### config.mk
export PLATFORM = sky130hd
export DESIGN_NAME = sa_rdata_responder
export DESIGN_NICKNAME = d
export VERILOG_FILES = /design/src/rtl/sa_rdata_responder_pkg.sv /design/src/rtl/sa_rdata_responder_addr_gen.sv /design/src/rtl/sa_rdata_responder_fifo.sv /design/src/rtl/sa_rdata_responder.sv
export SDC_FILE = /design/constraint.sdc
export NUM_CORES = 1
export LEC_CHECK = 0
export BUFFER_PORTS_ARGS = -buffer_cell sky130_fd_sc_hd__buf_4
export CAP_MARGIN = 20
export CORE_MARGIN = 2
export CORE_UTILIZATION = 60
export CTS_CLUSTER_SIZE = 28
export DETAILED_ROUTE_END_ITERATION = 12
export PLACE_DENSITY = 0.79
export SYNTH_ARGS = -nofsm -noshare
export SYNTH_HDL_FRONTEND = slang
export SYNTH_SLANG_ARGS = --single-unit
### constraint.sdc
create_clock -name ACLK_i -period 11.1 [get_ports ACLK_i]
set_clock_uncertainty 0.05 [all_clocks]
set_input_delay 2.22 -clock ACLK_i [delete_from_list [all_inputs] [get_ports ACLK_i]]
set_output_delay 2.22 -clock ACLK_i [all_outputs]
set_load 0.1 [all_outputs]
### src/rtl/sa_rdata_responder_pkg.sv
// Shared definitions for the AXI4 read-data responder: burst/response encodings,
// FSM states and the width of a queued AR request.
package sa_rdata_responder_pkg;

  typedef enum logic [1:0] {
    BURST_FIXED = 2'b00,
    BURST_INCR  = 2'b01,
    BURST_WRAP  = 2'b10,
    BURST_RSVD  = 2'b11
  } burst_e;

  localparam logic [1:0] RESP_OKAY   = 2'b00;
  localparam logic [1:0] RESP_SLVERR = 2'b10;

  typedef enum logic {
    ST_IDLE  = 1'b0,
    ST_BURST = 1'b1
  } rd_state_e;

  // Queued AR entry is {ID, ADDR, LEN(8), SIZE(3), BURST(2)}
  function automatic int ar_info_w(input int id_w, input int addr_w);
    return id_w + addr_w + 8 + 3 + 2;
  endfunction

endpackage

### src/rtl/sa_rdata_responder_addr_gen.sv
// Combinational next-beat address and burst legality check for one AXI read burst.
module sa_rdata_responder_addr_gen
  import sa_rdata_responder_pkg::*;
#(
  parameter int ADDR_WIDTH = 32,
  parameter int DATA_WIDTH = 32
) (
  input  logic [ADDR_WIDTH-1:0] addr,
  input  logic [7:0]            len,
  input  logic [2:0]            size,
  input  logic [1:0]            burst,
  output logic [ADDR_WIDTH-1:0] next_addr,
  output logic                  slv_err
);

  localparam int LANE_BITS = $clog2(DATA_WIDTH / 8);

  logic [ADDR_WIDTH-1:0] size_bytes;
  logic [ADDR_WIDTH-1:0] wrap_bytes;
  logic [ADDR_WIDTH-1:0] incr_addr;
  logic [ADDR_WIDTH-1:0] wrap_addr;
  logic                  wrap_len_ok;

  always_comb begin
    size_bytes  = ADDR_WIDTH'(1) << size;
    wrap_bytes  = (ADDR_WIDTH'(len) + ADDR_WIDTH'(1)) << size;
    incr_addr   = (addr & ~(size_bytes - ADDR_WIDTH'(1))) + size_bytes;
    wrap_addr   = (addr & ~(wrap_bytes - ADDR_WIDTH'(1))) |
                  ((addr + size_bytes) & (wrap_bytes - ADDR_WIDTH'(1)));
    wrap_len_ok = (len == 8'd1) || (len == 8'd3) || (len == 8'd7) || (len == 8'd15);
    slv_err     = (burst == BURST_RSVD) ||
                  (size > 3'(LANE_BITS)) ||
                  ((burst == BURST_WRAP) && !wrap_len_ok);

    // Illegal bursts still walk memory, using plain incrementing addresses
    if (slv_err) begin
      next_addr = incr_addr;
    end else begin
      case (burst_e'(burst))
        BURST_FIXED: next_addr = addr;
        BURST_WRAP:  next_addr = wrap_addr;
        default:     next_addr = incr_addr;
      endcase
    end
  end

endmodule

### src/rtl/sa_rdata_responder_fifo.sv
// Show-ahead synchronous FIFO used to queue accepted read-address requests.
module sa_rdata_responder_fifo #(
  parameter int WIDTH = 8,
  parameter int DEPTH = 8
) (
  input  logic             clk,
  input  logic             rst_n,
  input  logic             push,
  input  logic [WIDTH-1:0] push_data,
  input  logic             pop,
  output logic [WIDTH-1:0] pop_data,
  output logic             full,
  output logic             empty
);

  localparam int PTR_W = (DEPTH > 1) ? $clog2(DEPTH) : 1;
  localparam int CNT_W = $clog2(DEPTH + 1);

  logic [WIDTH-1:0] mem_q [DEPTH];
  logic [PTR_W-1:0] wr_ptr_reg;
  logic [PTR_W-1:0] rd_ptr_reg;
  logic [CNT_W-1:0] count_reg;
  logic             wr_en;
  logic             rd_en;

  function automatic logic [PTR_W-1:0] ptr_inc(input logic [PTR_W-1:0] p);
    return (p == PTR_W'(DEPTH - 1)) ? '0 : p + PTR_W'(1);
  endfunction

  assign full     = (count_reg == CNT_W'(DEPTH));
  assign empty    = (count_reg == '0);
  assign wr_en    = push & ~full;
  assign rd_en    = pop & ~empty;
  assign pop_data = mem_q[rd_ptr_reg];

  // Storage carries no reset so it can map onto distributed/block RAM
  always_ff @(posedge clk) begin
    if (wr_en) begin
      mem_q[wr_ptr_reg] <= push_data;
    end
  end

  always_ff @(posedge clk or negedge rst_n) begin
    if (!rst_n) begin
      wr_ptr_reg <= '0;
      rd_ptr_reg <= '0;
      count_reg  <= '0;
    end else begin
      if (wr_en) begin
        wr_ptr_reg <= ptr_inc(wr_ptr_reg);
      end
      if (rd_en) begin
        rd_ptr_reg <= ptr_inc(rd_ptr_reg);
      end
      if (wr_en && !rd_en) begin
        count_reg <= count_reg + CNT_W'(1);
      end else if (!wr_en && rd_en) begin
        count_reg <= count_reg - CNT_W'(1);
      end
    end
  end

endmodule

### src/rtl/sa_rdata_responder.sv
// Memory-backed AXI4 read slave: queues AR requests, walks each burst through a
// one-cycle-latency memory read port and returns R beats through a 2-entry buffer.
module sa_rdata_responder
  import sa_rdata_responder_pkg::*;
#(
  parameter int OUTSTANDING_AMT = 8,
  parameter int DATA_WIDTH      = 32,
  parameter int ADDR_WIDTH      = 32,
  parameter int TRANS_SLV_ID_W  = 7,
  parameter int TRANS_WR_RESP_W = 2
) (
  input  logic                       ACLK_i,
  input  logic                       ARESETn_i,
  input  logic [TRANS_SLV_ID_W-1:0]  m_ARID_i,
  input  logic [ADDR_WIDTH-1:0]      m_ARADDR_i,
  input  logic [7:0]                 m_ARLEN_i,
  input  logic [2:0]                 m_ARSIZE_i,
  input  logic [1:0]                 m_ARBURST_i,
  input  logic                       m_ARVALID_i,
  output logic                       m_ARREADY_o,
  output logic [TRANS_SLV_ID_W-1:0]  m_RID_o,
  output logic [DATA_WIDTH-1:0]      m_RDATA_o,
  output logic [TRANS_WR_RESP_W-1:0] m_RRESP_o,
  output logic                       m_RLAST_o,
  output logic                       m_RVALID_o,
  input  logic                       m_RREADY_i,
  output logic                       mem_rd_en_o,
  output logic [ADDR_WIDTH-1:0]      mem_addr_o,
  input  logic [DATA_WIDTH-1:0]      mem_rdata_i
);

  localparam int AR_INFO_W  = ar_info_w(TRANS_SLV_ID_W, ADDR_WIDTH);
  localparam int BYTE_LANES = DATA_WIDTH / 8;
  localparam logic [TRANS_WR_RESP_W-1:0] RESP_OK_W  = TRANS_WR_RESP_W'(RESP_OKAY);
  localparam logic [TRANS_WR_RESP_W-1:0] RESP_ERR_W = TRANS_WR_RESP_W'(RESP_SLVERR);

  // ---------------- AR queue ----------------
  logic                      init_done_reg;
  logic                      ar_push;
  logic                      ar_pop;
  logic                      ar_full;
  logic                      ar_empty;
  logic [AR_INFO_W-1:0]      ar_push_info;
  logic [AR_INFO_W-1:0]      ar_head;
  logic [TRANS_SLV_ID_W-1:0] head_id;
  logic [ADDR_WIDTH-1:0]     head_addr;
  logic [7:0]                head_len;
  logic [2:0]                head_size;
  logic [1:0]                head_burst;

  // ARREADY stays low until the first clock after reset release
  always_ff @(posedge ACLK_i or negedge ARESETn_i) begin
    if (!ARESETn_i) begin
      init_done_reg <= 1'b0;
    end else begin
      init_done_reg <= 1'b1;
    end
  end

  assign m_ARREADY_o  = init_done_reg & ~ar_full;
  assign ar_push      = m_ARVALID_i & m_ARREADY_o;
  assign ar_push_info = {m_ARID_i, m_ARADDR_i, m_ARLEN_i, m_ARSIZE_i, m_ARBURST_i};
  assign {head_id, head_addr, head_len, head_size, head_burst} = ar_head;

  sa_rdata_responder_fifo #(
    .WIDTH (AR_INFO_W),
    .DEPTH (OUTSTANDING_AMT)
  ) u_ar_fifo (
    .clk       (ACLK_i),
    .rst_n     (ARESETn_i),
    .push      (ar_push),
    .push_data (ar_push_info),
    .pop       (ar_pop),
    .pop_data  (ar_head),
    .full      (ar_full),
    .empty     (ar_empty)
  );

  // ---------------- burst walker ----------------
  rd_state_e                 state_reg;
  rd_state_e                 state_next;
  logic [ADDR_WIDTH-1:0]     addr_reg;
  logic [7:0]                len_reg;
  logic [2:0]                size_reg;
  logic [1:0]                burst_reg;
  logic [TRANS_SLV_ID_W-1:0] id_reg;
  logic [8:0]                beats_reg;
  logic [ADDR_WIDTH-1:0]     next_addr;
  logic                      burst_err;
  logic                      issue;
  logic                      credit_ok;
  logic                      r_pop;
  logic [2:0]                credit_used;

  sa_rdata_responder_addr_gen #(
    .ADDR_WIDTH (ADDR_WIDTH),
    .DATA_WIDTH (DATA_WIDTH)
  ) u_addr_gen (
    .addr      (addr_reg),
    .len       (len_reg),
    .size      (size_reg),
    .burst     (burst_reg),
    .next_addr (next_addr),
    .slv_err   (burst_err)
  );

  // ---------------- side pipe and output buffer state ----------------
  logic                      rd_pend_reg;
  logic [TRANS_SLV_ID_W-1:0] pend_id_reg;
  logic [TRANS_WR_RESP_W-1:0] pend_resp_reg;
  logic                      pend_last_reg;
  logic [1:0]                occ_reg;
  logic                      wr_sel_reg;
  logic                      rd_sel_reg;

  assign r_pop       = m_RVALID_o & m_RREADY_i;
  // Buffered beats plus the read in flight must leave room for one more
  assign credit_used = {1'b0, occ_reg} + {2'b00, rd_pend_reg} - {2'b00, r_pop};
  assign credit_ok   = (credit_used < 3'd2);

  always_comb begin
    state_next = state_reg;
    ar_pop     = 1'b0;
    issue      = 1'b0;
    case (state_reg)
      ST_IDLE: begin
        if (!ar_empty) begin
          ar_pop     = 1'b1;
          state_next = ST_BURST;
        end
      end
      ST_BURST: begin
        if (credit_ok) begin
          issue = 1'b1;
          if (beats_reg == 9'd1) begin
            state_next = ST_IDLE;
          end
        end
      end
      default: state_next = ST_IDLE;
    endcase
  end

  always_ff @(posedge ACLK_i or negedge ARESETn_i) begin
    if (!ARESETn_i) begin
      state_reg <= ST_IDLE;
      addr_reg  <= '0;
      len_reg   <= '0;
      size_reg  <= '0;
      burst_reg <= '0;
      id_reg    <= '0;
      beats_reg <= '0;
    end else begin
      state_reg <= state_next;
      if (ar_pop) begin
        addr_reg  <= head_addr;
        len_reg   <= head_len;
        size_reg  <= head_size;
        burst_reg <= head_burst;
        id_reg    <= head_id;
        beats_reg <= {1'b0, head_len} + 9'd1;
      end else if (issue) begin
        addr_reg  <= next_addr;
        beats_reg <= beats_reg - 9'd1;
      end
    end
  end

  assign mem_rd_en_o = issue;
  assign mem_addr_o  = addr_reg & ~ADDR_WIDTH'(BYTE_LANES - 1);

  // ID/RRESP/LAST follow the read so they line up with mem_rdata_i
  always_ff @(posedge ACLK_i or negedge ARESETn_i) begin
    if (!ARESETn_i) begin
      rd_pend_reg   <= 1'b0;
      pend_id_reg   <= '0;
      pend_resp_reg <= '0;
      pend_last_reg <= 1'b0;
    end else begin
      rd_pend_reg   <= issue;
      pend_id_reg   <= id_reg;
      pend_resp_reg <= burst_err ? RESP_ERR_W : RESP_OK_W;
      pend_last_reg <= (beats_reg == 9'd1);
    end
  end

  // ---------------- 2-entry R buffer ----------------
  logic [TRANS_SLV_ID_W-1:0]  slot_id   [2];
  logic [DATA_WIDTH-1:0]      slot_data [2];
  logic [TRANS_WR_RESP_W-1:0] slot_resp [2];
  logic                       slot_last [2];

  genvar gi;
  generate
    for (gi = 0; gi < 2; gi++) begin : g_slot
      logic [TRANS_SLV_ID_W-1:0]  id_reg_s;
      logic [DATA_WIDTH-1:0]      data_reg_s;
      logic [TRANS_WR_RESP_W-1:0] resp_reg_s;
      logic                       last_reg_s;

      always_ff @(posedge ACLK_i or negedge ARESETn_i) begin
        if (!ARESETn_i) begin
          id_reg_s   <= '0;
          data_reg_s <= '0;
          resp_reg_s <= '0;
          last_reg_s <= 1'b0;
        end else if (rd_pend_reg && (wr_sel_reg == 1'(gi))) begin
          id_reg_s   <= pend_id_reg;
          data_reg_s <= mem_rdata_i;
          resp_reg_s <= pend_resp_reg;
          last_reg_s <= pend_last_reg;
        end
      end

      assign slot_id[gi]   = id_reg_s;
      assign slot_data[gi] = data_reg_s;
      assign slot_resp[gi] = resp_reg_s;
      assign slot_last[gi] = last_reg_s;
    end
  endgenerate

  always_ff @(posedge ACLK_i or negedge ARESETn_i) begin
    if (!ARESETn_i) begin
      occ_reg    <= 2'd0;
      wr_sel_reg <= 1'b0;
      rd_sel_reg <= 1'b0;
    end else begin
      if (rd_pend_reg) begin
        wr_sel_reg <= ~wr_sel_reg;
      end
      if (r_pop) begin
        rd_sel_reg <= ~rd_sel_reg;
      end
      case ({rd_pend_reg, r_pop})
        2'b10:   occ_reg <= occ_reg + 2'd1;
        2'b01:   occ_reg <= occ_reg - 2'd1;
        default: occ_reg <= occ_reg;
      endcase
    end
  end

  assign m_RVALID_o = (occ_reg != 2'd0);
  assign m_RID_o    = slot_id[rd_sel_reg];
  assign m_RDATA_o  = slot_data[rd_sel_reg];
  assign m_RRESP_o  = slot_resp[rd_sel_reg];
  assign m_RLAST_o  = m_RVALID_o & slot_last[rd_sel_reg];

endmodule

Word-level counts from Yosys, hierarchy flattened --
Memories as Yosys holds them, arrays and structs flattened. Cells that the tools add are included.
Storage, ports and cells: memories 1, input bits 88, memory bits (writable) 416, logic and storage cells 131, bits in registers 172, output and inout bits 77
Memory list:
- u_ar_fifo.mem_q | depth 8, bits a word 52, rd ports 1, clocked after memory_dff 0, write ports 1, RTL line sa_rdata_responder_fifo.sv:19 | logic [WIDTH-1:0] mem_q [DEPTH];
Cells by class: $add $sub $neg 15, reductions and logical operators 20, order comparisons 3, equality and inequality tests 13, shift-type cells 2, mux-type cells 33, bitwise gates (word level) 18
Operators with widths (number):
- 32-bit 2-to-1 mux | 6
- 32-bit AND | 3
- 32-bit adder | 2
- 32-bit NOT | 2
- 32-bit one-hot mux with 2 select lines | 1
- 32-bit by 1-bit subtractor with 32-bit output, second input constant | 2
- 32-bit bitwise OR | 1
- 1-bit by 3-bit << shifter with 32-bit output, first input constant | 1
- 32-bit by 3-bit << shifter with 32-bit output | 1
- 7-bit 2-to-1 mux | 3
- 8-bit by 1-bit adder with 9-bit output, second input constant | 2
- 9-bit 2-to-1 mux | 2
- 1-bit 2-to-1 mux | 11
- 9-bit by 1-bit equality test with 1-bit output, second input constant | 1
- 9-bit by 1-bit subtractor with 9-bit output, second input constant | 1
- 8-bit by 1-bit equality test with 1-bit output, second input constant | 1
- 8-bit by 2-bit equality test with 1-bit output, second input constant | 1
- 8-bit by 3-bit equality test with 1-bit output, second input constant | 1
- 8-bit by 4-bit equality test with 1-bit output, second input constant | 1
- 2-bit 2-to-1 mux | 4
- 4-bit 2-to-1 mux | 2
- 2-bit nonzero test | 4
- 3-bit by 1-bit adder with 3-bit output, second input constant | 2
- 1-bit AND | 6
- other kinds (25) | 43

Logic depth before layout (Yosys ltp) --
word-level depth 10, gate-level depth with buffers 18, gate-level depth less buffers 15

By module --
A second synthesis with hierarchy kept.
Unflattened totals: cells, all modules 1852, area, all modules 27272.4 sq um
By module, submodules not included:
- sa_rdata_responder_fifo | times used 1, cells an instance 666, area each 16498.3 sq um, seq. area each 12742.2 sq um
- sa_rdata_responder | times used 1, cells an instance 631, area each 7178.1 sq um, seq. area each 3978.8 sq um
- sa_rdata_responder_addr_gen | times used 1, cells an instance 555, area each 3595.9 sq um, seq. area each 0.0 sq um

Worst setup path after synthesis --
No wires, ideal clock.
path kind register to register, start point reg u_ar_fifo.count_reg[0], end point mem u_ar_fifo.mem_q[0][0] (netlist bit), enable pin, period minus slack after synthesis 7.621 ns, setup slack 3.479 ns, data required time 10.524 ns, buffers on the path 0, library setup time 0.526 ns, cell stages (with the launch flop) 7, data arrival time 7.046 ns, path through dfrtp_1 > nor3_1 > a21boi_0 > nand2_1 > inv_1 > nand2b_1 > nor3_1
On the way: longest elaborated chain between the ends 7
Ends and longest elaborated chain:
- start, declared | RTL line sa_rdata_responder_fifo.sv:22 | logic [CNT_W-1:0] count_reg;
- start signal, assigned | RTL line sa_rdata_responder_fifo.sv:56 | count_reg <= count_reg + CNT_W'(1);
- start signal, assigned | RTL line sa_rdata_responder_fifo.sv:58 | count_reg <= count_reg - CNT_W'(1);
- 4-bit equality test | RTL line sa_rdata_responder_fifo.sv:30 | assign full = (count_reg == CNT_W'(DEPTH));
- 1-bit NOT | RTL line sa_rdata_responder.sv:60 | assign m_ARREADY_o = init_done_reg & ~ar_full;
- 1-bit AND | RTL line sa_rdata_responder.sv:60
- via m_ARREADY_o | RTL line sa_rdata_responder.sv:20 | output logic m_ARREADY_o,
- 1-bit AND | RTL line sa_rdata_responder.sv:61 | assign ar_push = m_ARVALID_i & m_ARREADY_o;
- 1-bit AND | RTL line sa_rdata_responder_fifo.sv:32 | assign wr_en = push & ~full;
- via u_ar_fifo.wr_en | RTL line sa_rdata_responder_fifo.sv:23 | logic wr_en;
- 1-bit 2-to-1 mux | RTL line sa_rdata_responder_fifo.sv:38 | if (wr_en) begin
- 1-bit 2-to-1 mux (not written as such) | RTL line sa_rdata_responder_fifo.sv:39 | mem_q[wr_ptr_reg] <= push_data;
- end, declared | RTL line sa_rdata_responder_fifo.sv:19
The timed path passes the listed nets, and every way through them passes these cells.

Worst setup path in the final report --
start point in m_RREADY_i, end point out mem_rd_en_o
On the way: longest elaborated chain between the ends 5
Ends and longest elaborated chain:
- start, declared | RTL line sa_rdata_responder.sv:26 | input logic m_RREADY_i,
- 1-bit AND | RTL line sa_rdata_responder.sv:116 | assign r_pop = m_RVALID_o & m_RREADY_i;
- via r_pop | RTL line sa_rdata_responder.sv:92 | logic r_pop;
- 3-bit by 1-bit subtractor with 3-bit output | RTL line sa_rdata_responder.sv:118 | assign credit_used = {1'b0, occ_reg} + {2'b00, rd_pend_reg} - {2'b00, r_pop};
- 3-bit by 2-bit < comparator with 1-bit output | RTL line sa_rdata_responder.sv:119 | assign credit_ok = (credit_used < 3'd2);
- 1-bit 2-to-1 mux | RTL line sa_rdata_responder.sv:133 | if (credit_ok) begin
- 1-bit 2-to-1 mux | RTL line sa_rdata_responder.sv:125 | case (state_reg)
- end, declared | RTL line sa_rdata_responder.sv:27 | output logic mem_rd_en_o,
The timed path passes the listed nets, and every way through them passes these cells.

==> metrics.txt <==
kind of cell with the highest combined delay on the critical path=adder cells; share of the clock period used by the worst path=just under 60%; P_leak=~11 nW; via count of the first global-routing pass=~16000; horizontal extent of the die=~210 um; area grow syn2layout=13.0%; height of the die=roughly 210 um; Post-CTS Resized=0; dpl cell area=28300 um^2; RR Startpoint=size_reg[1]; TritonCTS buffer count=56; count of boundary I/O pins=about 170; post-CTS setup repair buffer count=0; routability congestion estimate=~0.91; yosys warns=0; worst setup path class=input port to output pin; total of fill cells in the finished design=a little under 3000; critical path buffer and inverter count=3; # rows=77; # port buffers=approximately 160; crit path launch type=input port; Top FF cell, synth=sky130_fd_sc_hd__edfxtp_1; RSZ-0062 raised after global routing=no; max cap viols=0; run status=finished clean; count of final setup violators=0; Antenna Violating Nets Remaining=0; kind of capture point of the worst setup path=output pin; Most common cell on crit path=sky130_fd_sc_hd__buf_4; synthesized netlist cell count=roughly 1800; part of the power in combinational logic=around a quarter; largest net degree at the start of global routing=~110; met3 Use GR=5.39%; Critical Path End=mem_rd_en_o; DRC marker count from the first detailed-route iteration=between 1500 and 2000; mean post-synth cell area=around 15 um^2; maximum root-to-sink buffer count=3; maximum vdd ir drop=~0.36 mV; power spent charging and discharging nets=2.11 mW; post-route cell area=roughly 30000 um^2; Arr. time, crit path=between 4000 and 5000 ps; max-slew violation count=0; transition time of the tightest slew-check pin=approximately 1000 ps; TritonCTS sink count=585; Largest regs=u_ar_fifo.mem_q: 416 flops, g_slot.data_reg_s: 64 flops, g_slot.id_reg_s: 14 flops; number of antenna violations at the first check in global routing=3; most instantiated library cell after synthesis=sky130_fd_sc_hd__edfxtp_1; worst setup path startpoint=m_RREADY_i; EDFF count, synth=416; global-route wire length before repair=between 90000 and 100000 um; number of flip-flops in the largest register=approximately 420; r2r worst-path depth=14; global routing usage on met1=39.0%; Die Area=roughly 46000 um^2; overall track demand over capacity in global routing=28.3%; clock input transition at the sequential cells of the worst setup and hold paths=approximately 60 ps; count of H-tree levels built during CTS=2; Skew-Pair Late Insertion Delay=between 600 and 700 ps; synth cell count leaders=sky130_fd_sc_hd__edfxtp_1 (416), sky130_fd_sc_hd__dfrtp_1 (169), sky130_fd_sc_hd__mux2_2 (130); detailed-router iteration count before antenna repair=5; sequential share of power=between 40 and 50%; DRC Markers=0; global route overflow=0; wire per inst=about 25 um; proportion of synthesized chip area in sequential cells=around 63%; area of the mapped netlist=~27000 um^2; non-filler cells in the finished layout=around 2600; busiest layer in global routing=met2; Netlist cell types=between 90 and 100; ranking of synthesized cells by area=sky130_fd_sc_hd__edfxtp_1 (47%), sky130_fd_sc_hd__dfrtp_1 (16%), sky130_fd_sc_hd__mux4_2 (8.9%); number of synthesized register bits=roughly 590; placeable core region=around 44000 um^2; global-route met2 utilization=between 40% and 50%; Sw Share=roughly a third; sum of routed wire length over all layers=between 60000 and 70000 um; flop2flop setup slack=between 6000 and 7000 ps; per-cell via count in the routed design=between 6 and 7; power density over the cells=between 200 and 250 nW/um^2; Top reg by flops=u_ar_fifo.mem_q; share of Yosys cell area claimed by the top area cell type=46.8%; Clk network pwr share=~31%; Hold WC Path Type=flip-flop to flip-flop; CTS root buffer=sky130_fd_sc_hd__clkbuf_16; effective utilization at floorplan=around three fifths; cells traversed along the worst timing path=buf_4 > and2_1 > ha_1 > nand2b_1 > fa_1 > xnor2_1 > nand3_1 > inv_1 > buf_4; time the final worst path needs with I/O delays and setup=approximately 6500 ps; ratio of cells with drive above 1 in the final layout=28.1%; crit path max fanout=6; cell-internal power=about 4.2 mW; final HPWL from detailed placement=~38000 um; Highest Clock Rate=0.153 GHz; number of hold-repair buffers added at the cts stage=0; number of nets at the end of the flow=2039; number of hold violations in the final report=0; cell taking the most area after synthesis=sky130_fd_sc_hd__edfxtp_1; clock tree from TritonCTS=built; Worst slew margin=a little under a third; total number of cells along the worst setup path=9; required time at the worst-slack endpoint=8830 ps; crit path max-delay cell type=sky130_fd_sc_hd__fa_1; total number of vias=between 15000 and 20000; Total Negative Setup Slacks=0 ps; placed instance count=2451; final core occ=around two thirds; share of async-settable or async-resettable flops after synthesis=between 20% and 30%; delay contributed by the slowest stage of the critical path=around 380 ps
==> final cells by class <==
class	count	area, um^2	area share, %
repair buffers	187	1440	4.77
clock buffers	71	1510	5.00
clock inverters	32	343	1.14
well taps	592	741	2.46
multi-input cells	1047	9240	30.6
flip-flops and latches	585	16700	55.5
diodes	2	5.00	0.0166
inverters	42	158	0.523
==> kinds of logic after synthesis <==
family / Yosys count / share of synthesized area [%]
muxes: 284 / 16.2
DFF: 585 / 62.6
adders and majority gates: 35 / 1.70
and+or+nand+nor: 379 / 7.14
buffers and inverters: 171 / 3.06
other: 2 / 0.0281
AOI/OAI and AO/OA: 287 / 7.38
xor gates and xnor gates: 58 / 1.90
==> worst reg2reg max path: stages, from the launching register on <==
cell and delay (ps):
sky130_fd_sc_hd__dfrtp_1 380, sky130_fd_sc_hd__nor2_1 630, sky130_fd_sc_hd__inv_1 200, sky130_fd_sc_hd__nor2_1 210, sky130_fd_sc_hd__ha_1 280, sky130_fd_sc_hd__ha_1 250
sky130_fd_sc_hd__nor4bb_1 370, sky130_fd_sc_hd__o21bai_1 230, sky130_fd_sc_hd__a221oi_1 160, sky130_fd_sc_hd__o211a_1 350, sky130_fd_sc_hd__nor2_1 590, sky130_fd_sc_hd__nand2_1 280
sky130_fd_sc_hd__o32ai_1 300, sky130_fd_sc_hd__a31oi_1 60, sky130_fd_sc_hd__o21ai_0 190
==> stage by stage <==
step	worst slack (ps)	power (mW)	hold WS (ps)
after floorplan	3480	4.02	304
after global placement	4620	4.37	310
after detailed placement	4610	4.42	314
after CTS	4590	6.35	311
after global routing	4450	6.52	320
final	4580	6.32	316
==> worst min-delay path by stage <==
stage          startpoint              to  slack (ps)  depth (start not counted)
4_1_cts         id_reg[1]  pend_id_reg[1]         310                          0
2_1_floorplan   id_reg[0]  pend_id_reg[0]         300                          0
5_1_grt         id_reg[1]  pend_id_reg[1]         320                          0
3_5_place_dp    id_reg[5]  pend_id_reg[5]         310                          0
3_3_place_gp    id_reg[0]  pend_id_reg[0]         310                          0
6_report        id_reg[1]  pend_id_reg[1]         320                          0
==> layout by cell type (no fill, tap or decap), types with 12 or more instances in the layout <==
cell type / Yosys / final
sky130_fd_sc_hd__ha_1: 29 / 29
sky130_fd_sc_hd__nor2b_1: 12 / 12
sky130_fd_sc_hd__mux2i_1: 49 / 49
sky130_fd_sc_hd__o21ai_0: 76 / 76
sky130_fd_sc_hd__nand3_1: 41 / 41
sky130_fd_sc_hd__mux4_2: 105 / 105
sky130_fd_sc_hd__or3_1: 14 / 14
sky130_fd_sc_hd__a21oi_1: 54 / 54
sky130_fd_sc_hd__nor3_1: 24 / 22
sky130_fd_sc_hd__nand2_1: 105 / 104
sky130_fd_sc_hd__clkbuf_16: 0 / 56
sky130_fd_sc_hd__nand2b_1: 17 / 17
sky130_fd_sc_hd__mux2_2: 130 / 130
sky130_fd_sc_hd__a31oi_1: 19 / 19
sky130_fd_sc_hd__xnor2_1: 40 / 40
sky130_fd_sc_hd__nand4_1: 16 / 16
sky130_fd_sc_hd__nor4_1: 15 / 15
sky130_fd_sc_hd__xor2_1: 18 / 18
sky130_fd_sc_hd__edfxtp_1: 416 / 416
sky130_fd_sc_hd__dfrtp_1: 169 / 165
sky130_fd_sc_hd__a211oi_1: 14 / 14
sky130_fd_sc_hd__buf_4: 34 / 184
sky130_fd_sc_hd__inv_1: 42 / 41
sky130_fd_sc_hd__nor2_1: 83 / 75
==> metal layers <==
layer  vias to the layer above  wire length, um
met3                       129             4830
met5                         -                0
met4                         0             1400
met1                      8527            25900
met2                       777            32300
li1                       7201                -
==> power by group through the flow <==
stage	clock network (mW)	registers (mW)	logic (mW)
3_3_place_gp	0	2.79	1.59
2_1_floorplan	0	2.74	1.27
3_5_place_dp	0	2.81	1.61
5_1_grt	2.03	2.80	1.68
6_report	1.93	2.77	1.62
4_1_cts	1.95	2.77	1.62
(Power assumes the default switching activity.)
